$ cat src/rtl/wb_dual_arbiter.sv
`default_nettype none
// ============================================================================
// Module      : wb_dual_arbiter
// Description : Two-master / one-slave Wishbone arbiter with round-robin
//               tie-breaking and a slave-response watchdog.
//
//   m0_* (instruction master) and m1_* (data master) each present
//   addr/data/we/sel/stb/cyc and receive data_o/ack_o.  The granted
//   master's request is muxed onto s_* combinationally from the registered
//   grant; s_data_i/s_ack_i are returned only to the granted master.
//   gnt_o shows the current grant (00 idle, 01 m0, 10 m1).  timeout_o
//   pulses for one cycle when the watchdog terminates a stalled cycle,
//   returning BUS_ERR_DATA with a forced ack.
//
//   TIMEOUT      : wait cycles without s_ack_i before forced termination
//                  (1..255).
//   BUS_ERR_DATA : read data returned on forced termination.
//
// Revision    : 1.0 - initial release
// ============================================================================
module wb_dual_arbiter #(
    parameter int unsigned TIMEOUT      = 255,
    parameter logic [31:0] BUS_ERR_DATA = 32'hDEAD_BEEF
) (
    input  logic        clk,
    input  logic        rst,
    // instruction master
    input  logic [31:0] m0_addr_i,
    input  logic [31:0] m0_data_i,
    input  logic        m0_we_i,
    input  logic        m0_stb_i,
    input  logic        m0_cyc_i,
    input  logic [3:0]  m0_sel_i,
    output logic [31:0] m0_data_o,
    output logic        m0_ack_o,
    // data master
    input  logic [31:0] m1_addr_i,
    input  logic [31:0] m1_data_i,
    input  logic        m1_we_i,
    input  logic        m1_stb_i,
    input  logic        m1_cyc_i,
    input  logic [3:0]  m1_sel_i,
    output logic [31:0] m1_data_o,
    output logic        m1_ack_o,
    // shared slave
    output logic [31:0] s_addr_o,
    output logic [31:0] s_data_o,
    output logic        s_we_o,
    output logic        s_stb_o,
    output logic        s_cyc_o,
    output logic [3:0]  s_sel_o,
    input  logic [31:0] s_data_i,
    input  logic        s_ack_i,
    // status
    output logic [1:0]  gnt_o,
    output logic        timeout_o
);

    localparam logic [7:0] c_timeout = 8'(TIMEOUT);

    typedef enum logic [1:0] {
        ST_IDLE   = 2'd0,
        ST_GRANT0 = 2'd1,
        ST_GRANT1 = 2'd2
    } state_t;

    state_t      r_state;
    state_t      w_state_nxt;
    logic        r_last;        // master most recently released (0 = m0)
    logic        w_last_nxt;
    logic        w_arb_last;    // "last" as seen by this cycle's arbitration
    logic        w_rearb;
    logic [7:0]  r_wcnt;
    logic [7:0]  w_wcnt_nxt;

    logic        w_g0;
    logic        w_g1;
    logic        w_sel_stb;
    logic        w_timeout;

    // All outputs derive from the registered state, so the asynchronous
    // reset forcing IDLE drives every output to zero immediately.
    assign w_g0      = (r_state == ST_GRANT0);
    assign w_g1      = (r_state == ST_GRANT1);
    assign w_sel_stb = (w_g0 & m0_stb_i) | (w_g1 & m1_stb_i);

    // A real ack in the terminal cycle takes precedence over the watchdog.
    assign w_timeout = w_sel_stb & (r_wcnt == c_timeout) & ~s_ack_i;

    // ------------------------------------------------------------------
    // State register
    // ------------------------------------------------------------------
    always_ff @(posedge clk or posedge rst) begin
        if (rst) begin
            r_state <= ST_IDLE;
            r_last  <= 1'b0;
            r_wcnt  <= 8'd0;
        end else begin
            r_state <= w_state_nxt;
            r_last  <= w_last_nxt;
            r_wcnt  <= w_wcnt_nxt;
        end
    end

    // ------------------------------------------------------------------
    // Arbitration: a release re-arbitrates in the same cycle with the
    // releasing master treated as "last", so there is no dead cycle.
    // ------------------------------------------------------------------
    always_comb begin
        w_state_nxt = r_state;
        w_last_nxt  = r_last;
        w_arb_last  = r_last;
        w_rearb     = 1'b0;
        case (r_state)
            ST_GRANT0: begin
                if (!m0_cyc_i) begin
                    w_rearb    = 1'b1;
                    w_arb_last = 1'b0;
                    w_last_nxt = 1'b0;
                end
            end
            ST_GRANT1: begin
                if (!m1_cyc_i) begin
                    w_rearb    = 1'b1;
                    w_arb_last = 1'b1;
                    w_last_nxt = 1'b1;
                end
            end
            default: w_rearb = 1'b1;
        endcase
        if (w_rearb) begin
            if (m0_cyc_i && m1_cyc_i)
                w_state_nxt = w_arb_last ? ST_GRANT0 : ST_GRANT1;
            else if (m0_cyc_i)
                w_state_nxt = ST_GRANT0;
            else if (m1_cyc_i)
                w_state_nxt = ST_GRANT1;
            else
                w_state_nxt = ST_IDLE;
        end
    end

    // ------------------------------------------------------------------
    // Watchdog: counts stalled strobe cycles, saturating at TIMEOUT.
    // ------------------------------------------------------------------
    always_comb begin
        w_wcnt_nxt = r_wcnt;
        if (!(w_g0 || w_g1) || (w_state_nxt != r_state) || s_ack_i || w_timeout)
            w_wcnt_nxt = 8'd0;
        else if (w_sel_stb && (r_wcnt != c_timeout))
            w_wcnt_nxt = r_wcnt + 8'd1;
    end

    // ------------------------------------------------------------------
    // Slave-side mux
    // ------------------------------------------------------------------
    always_comb begin
        s_addr_o = 32'd0;
        s_data_o = 32'd0;
        s_we_o   = 1'b0;
        s_cyc_o  = 1'b0;
        s_sel_o  = 4'd0;
        if (w_g0) begin
            s_addr_o = m0_addr_i;
            s_data_o = m0_data_i;
            s_we_o   = m0_we_i;
            s_cyc_o  = m0_cyc_i;
            s_sel_o  = m0_sel_i;
        end else if (w_g1) begin
            s_addr_o = m1_addr_i;
            s_data_o = m1_data_i;
            s_we_o   = m1_we_i;
            s_cyc_o  = m1_cyc_i;
            s_sel_o  = m1_sel_i;
        end
    end

    assign s_stb_o   = w_sel_stb & ~w_timeout;

    // ------------------------------------------------------------------
    // Master-side return
    // ------------------------------------------------------------------
    assign m0_ack_o  = w_g0 & m0_stb_i & (s_ack_i | w_timeout);
    assign m1_ack_o  = w_g1 & m1_stb_i & (s_ack_i | w_timeout);
    assign m0_data_o = w_g0 ? (w_timeout ? BUS_ERR_DATA : s_data_i) : 32'd0;
    assign m1_data_o = w_g1 ? (w_timeout ? BUS_ERR_DATA : s_data_i) : 32'd0;

    assign gnt_o     = {w_g1, w_g0};
    assign timeout_o = w_timeout;

endmodule
`default_nettype wire
$ cat config.mk
export PLATFORM = sky130hd
export DESIGN_NAME = wb_dual_arbiter
export DESIGN_NICKNAME = d
export VERILOG_FILES = /design/src/rtl/wb_dual_arbiter.sv
export SDC_FILE = /design/constraint.sdc
export NUM_CORES = 1
export LEC_CHECK = 0
export ABC_AREA = 1
export CORE_AREA = 2 2 123 125
export CTS_BUF_LIST = sky130_fd_sc_hd__clkbuf_2
export DETAILED_ROUTE_END_ITERATION = 8
export DIE_AREA = 0 0 125 127
export DONT_BUFFER_PORTS = 1
export HOLD_SLACK_MARGIN = 0.1
export PLACE_DENSITY_LB_ADDON = 0.3
export SLEW_MARGIN = 20
export SYNTH_ARGS = -nofsm -noshare
export SYNTH_HDL_FRONTEND = slang
export SYNTH_SLANG_ARGS = --single-unit
$ cat constraint.sdc
create_clock -name clk -period 2.66 [get_ports clk]
set_input_delay 0.133 -clock clk [delete_from_list [all_inputs] [get_ports clk]]
set_output_delay 0.133 -clock clk [all_outputs]
set_load 0.005 [all_outputs]
# [Yosys cells after proc, flatten, opt, wreduce, memory -nomap -nowiden]
# Cells that the tools add are included.
[classes] n_addsub=1 n_mul=0 div_mod_pow=0 order_cmp=0 n_eq_ne=5 shifts=0 mux=26 bitwise=11 n_reduce_logical=8
[op_table] op="$mux 32" n=7
[op_table] op="$mux 8" n=2
[op_table] op="$mux 2" n=5
[op_table] op="$add 8x1->8 const B" n=1
[op_table] op="$eq 8x8->1 const B" n=1
[op_table] op="$mux 1" n=8
[op_table] op="$mux 4" n=2
[op_table] op="$ne 8x8->1 const B" n=1
[op_table] op="$and 1x1->1" n=7
[op_table] op="$logic_or 1x1->1" n=4
[op_table] op="$pmux 1 s2" n=2
[op_table] op="$eq 2x1->1 const B" n=1
[op_table] op="$eq 2x2->1 const B" n=1
[op_table] op="$logic_and 1x1->1" n=2
[op_table] op="$ne 2x2->1" n=1
[op_table] op="$not 1->1" n=2
[op_table] op="$or 1x1->1" n=2
[op_table] op="$reduce_bool 2->1" n=1
[op_table] op="$logic_not 1->1" n=1
[word_totals] register_bits=11 latchBits=0 mem_bits_rw=0 rom_bits=0 input_bits=177 output_inout_bits=140 mem_count=0

# [Logic depth before layout (Yosys ltp)]
[logic_depth] depth_word=10 depth_mapped=13 depth_no_buf=13

# [Worst setup path after synthesis]
# Ideal clock, no wire load.
[synth_path] path_kind="register to output" startpoint="register r_state[0]" endpoint="output m1_data_o[10]" arrival_ns=1.616 slack_ns=0.911 path_stages_with_launch=12 path_buffers=3 path_cell_list="dfrtp_1 > inv_1 > ha_1 > buf_4 > nand2_2 > nand2_2 > nand3_4 > nor2_8 > inv_2 > buf_6 > buf_6 > a21oi_2"
[synth_via] elab_chain_cells=7
[synth_lines] item="start, declared" line_no="67" text="state_t r_state;"
[synth_lines] item="start signal, assigned" line_no="99" text="r_state <= w_state_nxt;"
[synth_lines] item="$eq 2x2->1 *" line_no="84" text="assign w_g1 = (r_state == ST_GRANT1);"
[synth_lines] item="via w_g1" line_no="77" text="logic w_g1;"
[synth_lines] item="$and 1x1->1" line_no="85" text="assign w_sel_stb = (w_g0 & m0_stb_i) | (w_g1 & m1_stb_i);"
[synth_lines] item="$or 1x1->1" line_no="85"
[synth_lines] item="$and 1x1->1 (2 in a row)" line_no="88" text="assign w_timeout = w_sel_stb & (r_wcnt == c_timeout) & ~s_ack_i;"
[synth_lines] item="$mux 32" line_no="186" text="assign m1_data_o = w_g1 ? (w_timeout ? BUS_ERR_DATA : s_data_i) : 32'd0;"
[synth_lines] item="$mux 32 *" line_no="186"
[synth_lines] item="end, declared" line_no="43" text="output logic [31:0] m1_data_o,"
# Mark *: on every way through the listed nets, which the timed path passes. The rest lies on a longest branch.

# [Final worst setup path]
[layout_path] startpoint="register r_state[0]" endpoint="output m0_data_o[31]"
[layout_via] elab_chain_cells=7
[layout_lines] item="$eq 2x1->1 / $eq 2x2->1 (equally long branches)" line_no="83, 84"
[layout_lines] item="$and 1x1->1" line_no="85"
[layout_lines] item="$or 1x1->1 *" line_no="85"
[layout_lines] item="$and 1x1->1 * (2 in a row)" line_no="88"
[layout_lines] item="via timeout_o" line_no="56" text="output logic timeout_o"
[layout_lines] item="$mux 32 * (2 in a row)" line_no="185" text="assign m0_data_o = w_g0 ? (w_timeout ? BUS_ERR_DATA : s_data_i) : 32'd0;"
[layout_lines] item="end, declared" line_no="34" text="output logic [31:0] m0_data_o,"
# Marked as above.

==> run_results.csv <==
group,metric,value,unit
run_status,status,"complete, no violations",
power_and_ir_drop,p_leak,0.001300,uW
detailed_routing,detail_route.drc_violations,0,
timing,min_period,2.425,ns
power_and_ir_drop,power_switching_share,0.6650,
power_and_ir_drop,max-vdd-ir-drop,371.7,uV
floorplanning,boundaryPins,317,
finish,layout_area_growth_over_synthesis,7.639,%
clock_tree,clock_tree_root_driver_cell,"sky130_fd_sc_hd__clkbuf_2",
setup_path,rr_startpoint,"r_state[0]$_DFF_PP0_",
timing,timing.final.max_slew_violations,0,
global_routing,antenna_violations_before_repair,0,
finish,layout-drive-gt1-share,0.1082,
timing,clock-skew-final,0.005241,ns
setup_path,timing.critical_path.to,"m0_data_o[31]",
logic_synthesis,yosysSeqAreaShare,0.1175,
global_routing,grt-ovfl-total,0,
clock_tree,worst_skew_pair.late_latency,0.26,ns
setup_path,critPathLaunchType,"register",
place,dp_hpwl,8638,um
detailed_routing,first_pass_iters,4,
global_routing,grt_max_degree,71,
logic_synthesis,yosysWarningCount,0,
power_and_ir_drop,power_frac_seq,0.096,
floorplanning,die_area,0.01588,mm2
timing,timing.hold.ws,0.1289,ns
timing,relSlewSlack,0.4166,
clock_tree,cts.path.max_buffers,2,
logic_synthesis,synth_top_area_share,0.2644,
timing,final-setup-viol-count,0,
global_routing,wire_length_of_the_first_global_routing_pass,13660,um
floorplanning,die_height,127,um
power_and_ir_drop,p_comb_frac,0.859,
timing,timing.final.hold_violations,0,
hold_path,holdCritPathClass,"in -> reg",
place,placement.io_buffers,0,
setup_path,cp_slowest_stage_delay,0.45,ns
global_routing,global_route.usage.total,0.1093,
setup_path,r2r_end,"r_wcnt[0]$_DFFE_PP0P_",
logic_synthesis,synth.net_count,629,
floorplanning,chipWidth,125,um
logic_synthesis,yosysTopAreaCell,"sky130_fd_sc_hd__nand2_1",
setup_path,worstPathMaxFanout,48,
timing,max_clock_freq,412.4,MHz
clock_tree,path_clk_slew,0.12,ns
setup_path,reg2reg_depth,12,
place,dpl_cell_area,0.002481,mm2
logic_synthesis,syn_avg_cell_area,5.228,um2
timing,grt_setup_unrepaired,"false",
setup_path,cp.depth,8,
clock_tree,h-tree-depth,1,
timing,post-route-period-util,0.9117,
logic_synthesis,syn-cell-area,0.002342,mm2
power_and_ir_drop,power_switching,1435,uW
timing,tns,0,ns
detailed_routing,routedWlPerCell,16.54,um
detailed_routing,antenna_left,0,
setup_path,timing.critical_path.mode_cell,"sky130_fd_sc_hd__nand2_2",
setup_path,cp_cell_sequence,"inv_1 -> ha_2 -> nand2_2 -> nand2_2 -> nand3_4 -> nor2_8 -> inv_2 -> a21oi_1",
finish,final_nets,607,
setup_path,cp.buffers_inverters,2,
detailed_routing,drt_wl_total,10070,um
clock_tree,cts_tree,"yes",
place,globalplace.congestion,0.7864,
finish,design_area,0.002521,mm2
power_and_ir_drop,cellInternalPower,723.1,uW
floorplanning,coreArea,0.01442,mm2
detailed_routing,detail_route.vias_per_cell,4.677,
setup_path,critical-path-top-delay-family,"simple AND/OR/NAND/NOR gates",
finish,antenna-diode-count,0,
logic_synthesis,synth_area_leaders,"sky130_fd_sc_hd__nand2_1, sky130_fd_sc_hd__nand3_1, sky130_fd_sc_hd__dfrtp_1",
setup_path,worstSetupEndpointType,"output port",
setup_path,setup.worst_path.start,"r_state[0]$_DFF_PP0_",
detailed_routing,detail_route.iter0.violations,106,
logic_synthesis,number_of_flip_flops_and_latches_in_the_synthesized_netlist,11,
timing,tightestPinTransition,0.8739,ns
detailed_routing,detailroute.via_count,2848,
setup_path,required,2.53,ns
global_routing,number_of_global_route_vias_before_repair,2364,
power_and_ir_drop,power.share.clock,0.046,
clock_tree,clock-sinks,11,
logic_synthesis,post_synth_inst_count,448,
setup_path,highest_delay_cell_along_the_critical_path,"sky130_fd_sc_hd__dfrtp_1",
setup_path,timing_worst_setup_path_type,"reg -> out",
power_and_ir_drop,power_per_cell_area,856.1,mW/mm2
floorplanning,placementRows,44,
setup_path,arr_time_crit_path,2.29,ns
floorplanning,start_util,0.1624,
clock_tree,cts-buffers-inserted,3,
clock_tree,post_cts_buffers,0,
setup_path,r2r_slack,0.63,ns
logic_synthesis,synth.lib_cells_used.distinct,26,
job,max_cap_viols,0,
==> cells by family (layout without fill, tap and decap cells) <==
family | count (synthesis) | in the layout | share of synthesized area
AND/OR/NAND/NOR | 287 | 287 | 0.5337
buffers and inverters | 88 | 65 | 0.1608
AO/OA/AOI/OAI | 52 | 52 | 0.1442
XOR/XNOR | 6 | 6 | 0.02244
adder cells (fa/ha/maj) | 4 | 4 | 0.02137
flip-flops | 11 | 11 | 0.1175
==> placed cells by master (no fill, tap or decap), types with 3 or more instances in the layout <==
master	netlist	routed
sky130_fd_sc_hd__a21oi_1	30	30
sky130_fd_sc_hd__a21oi_2	20	20
sky130_fd_sc_hd__buf_4	3	7
sky130_fd_sc_hd__clkbuf_2	0	4
sky130_fd_sc_hd__dfrtp_1	11	11
sky130_fd_sc_hd__inv_1	48	47
sky130_fd_sc_hd__inv_2	2	3
sky130_fd_sc_hd__nand2_1	165	165
sky130_fd_sc_hd__nand2_2	3	3
sky130_fd_sc_hd__nand3_1	80	80
sky130_fd_sc_hd__nor2_1	17	17
sky130_fd_sc_hd__nor3_1	16	16
sky130_fd_sc_hd__xor2_1	5	5
==> flip-flops by register name, summed over array words and instances (netlist names) <==
signal,flops
r_wcnt,8
r_state,2
r_last,1
==> area by class of cell <==
class | instances | area, um2
fillers | 1644 | 11900
multi-input cells | 349 | 1695
flip-flops and latches | 11 | 275.3
well taps | 184 | 230.2
inverters | 50 | 187.7
repair buffers | 11 | 112.6
clock buffers | 4 | 20.02
==> synth_stat cells, drive strengths merged <==
cell type / number
buf: 23
ha: 4
o21ai: 1
dfrtp: 11
or2: 1
nor2: 20
nand2: 168
inv: 50
xor2: 5
nand3: 81
nor3: 16
clkbuf: 15
a21oi: 50
xnor2: 1
o31ai: 1
nand4: 1
==> worst reg2reg max path: cells and delay by family, from the launching register on <==
kind	cells	cell delay (ns)
flip-flops	1	0.44
buffers and inverters	2	0.37
AND/OR/NAND/NOR	9	0.85
adder cells (fa/ha/maj)	1	0.26
==> layer usage <==
metal	wire length (um)	track usage	share of wire
met5	0	0	0
met2	4936	0.1925	0.49
met1	3969	0.1353	0.39
met4	256	0.03595	0.025
met3	910	0.01968	0.090
==> worst min-delay path by stage <==
stage              from              endpoint  slack, ns  depth (start not counted)
6_report       m0_cyc_i  r_state[1]$_DFF_PP0_       0.13                          3
4_1_cts        m0_cyc_i  r_state[1]$_DFF_PP0_       0.11                          3
5_1_grt        m0_cyc_i  r_state[1]$_DFF_PP0_       0.13                          3
3_3_place_gp        rst  r_state[0]$_DFF_PP0_       0.06                          1
3_5_place_dp        rst  r_state[0]$_DFF_PP0_       0.06                          1
2_1_floorplan       rst      r_last$_DFF_PP0_      -0.01                          1
==> power by group through the flow <==
stage / registers (uW) / clock network (uW) / logic, uW
floorplan: 205 / 0 / 1440
global placement: 209 / 0 / 1900
detailed placement: 209 / 0 / 1870
CTS: 206 / 104 / 1870
global route: 210 / 118 / 2050
finish: 206 / 98.6 / 1850
==> per-stage QoR <==
stage / total power [uW] / instances / util / setup slack (ns)
final: 2158 / 609 / 0.1748 / 0.2350
after global routing: 2374 / 609 / 0.1748 / 0.05835
after CTS: 2183 / 609 / 0.1748 / 0.2389
after detailed placement: 2076 / 603 / 0.1720 / 0.5686
after global placement: 2108 / 603 / 0.1720 / 0.5763
after floorplan: 1643 / 448 / - / 0.9109
==> repair_timing <==
item,CTS,global route
endpoints found under the hold margin,12,0
resized for setup,0,0
hold buffers,2,0
(Power assumes the default switching activity.)
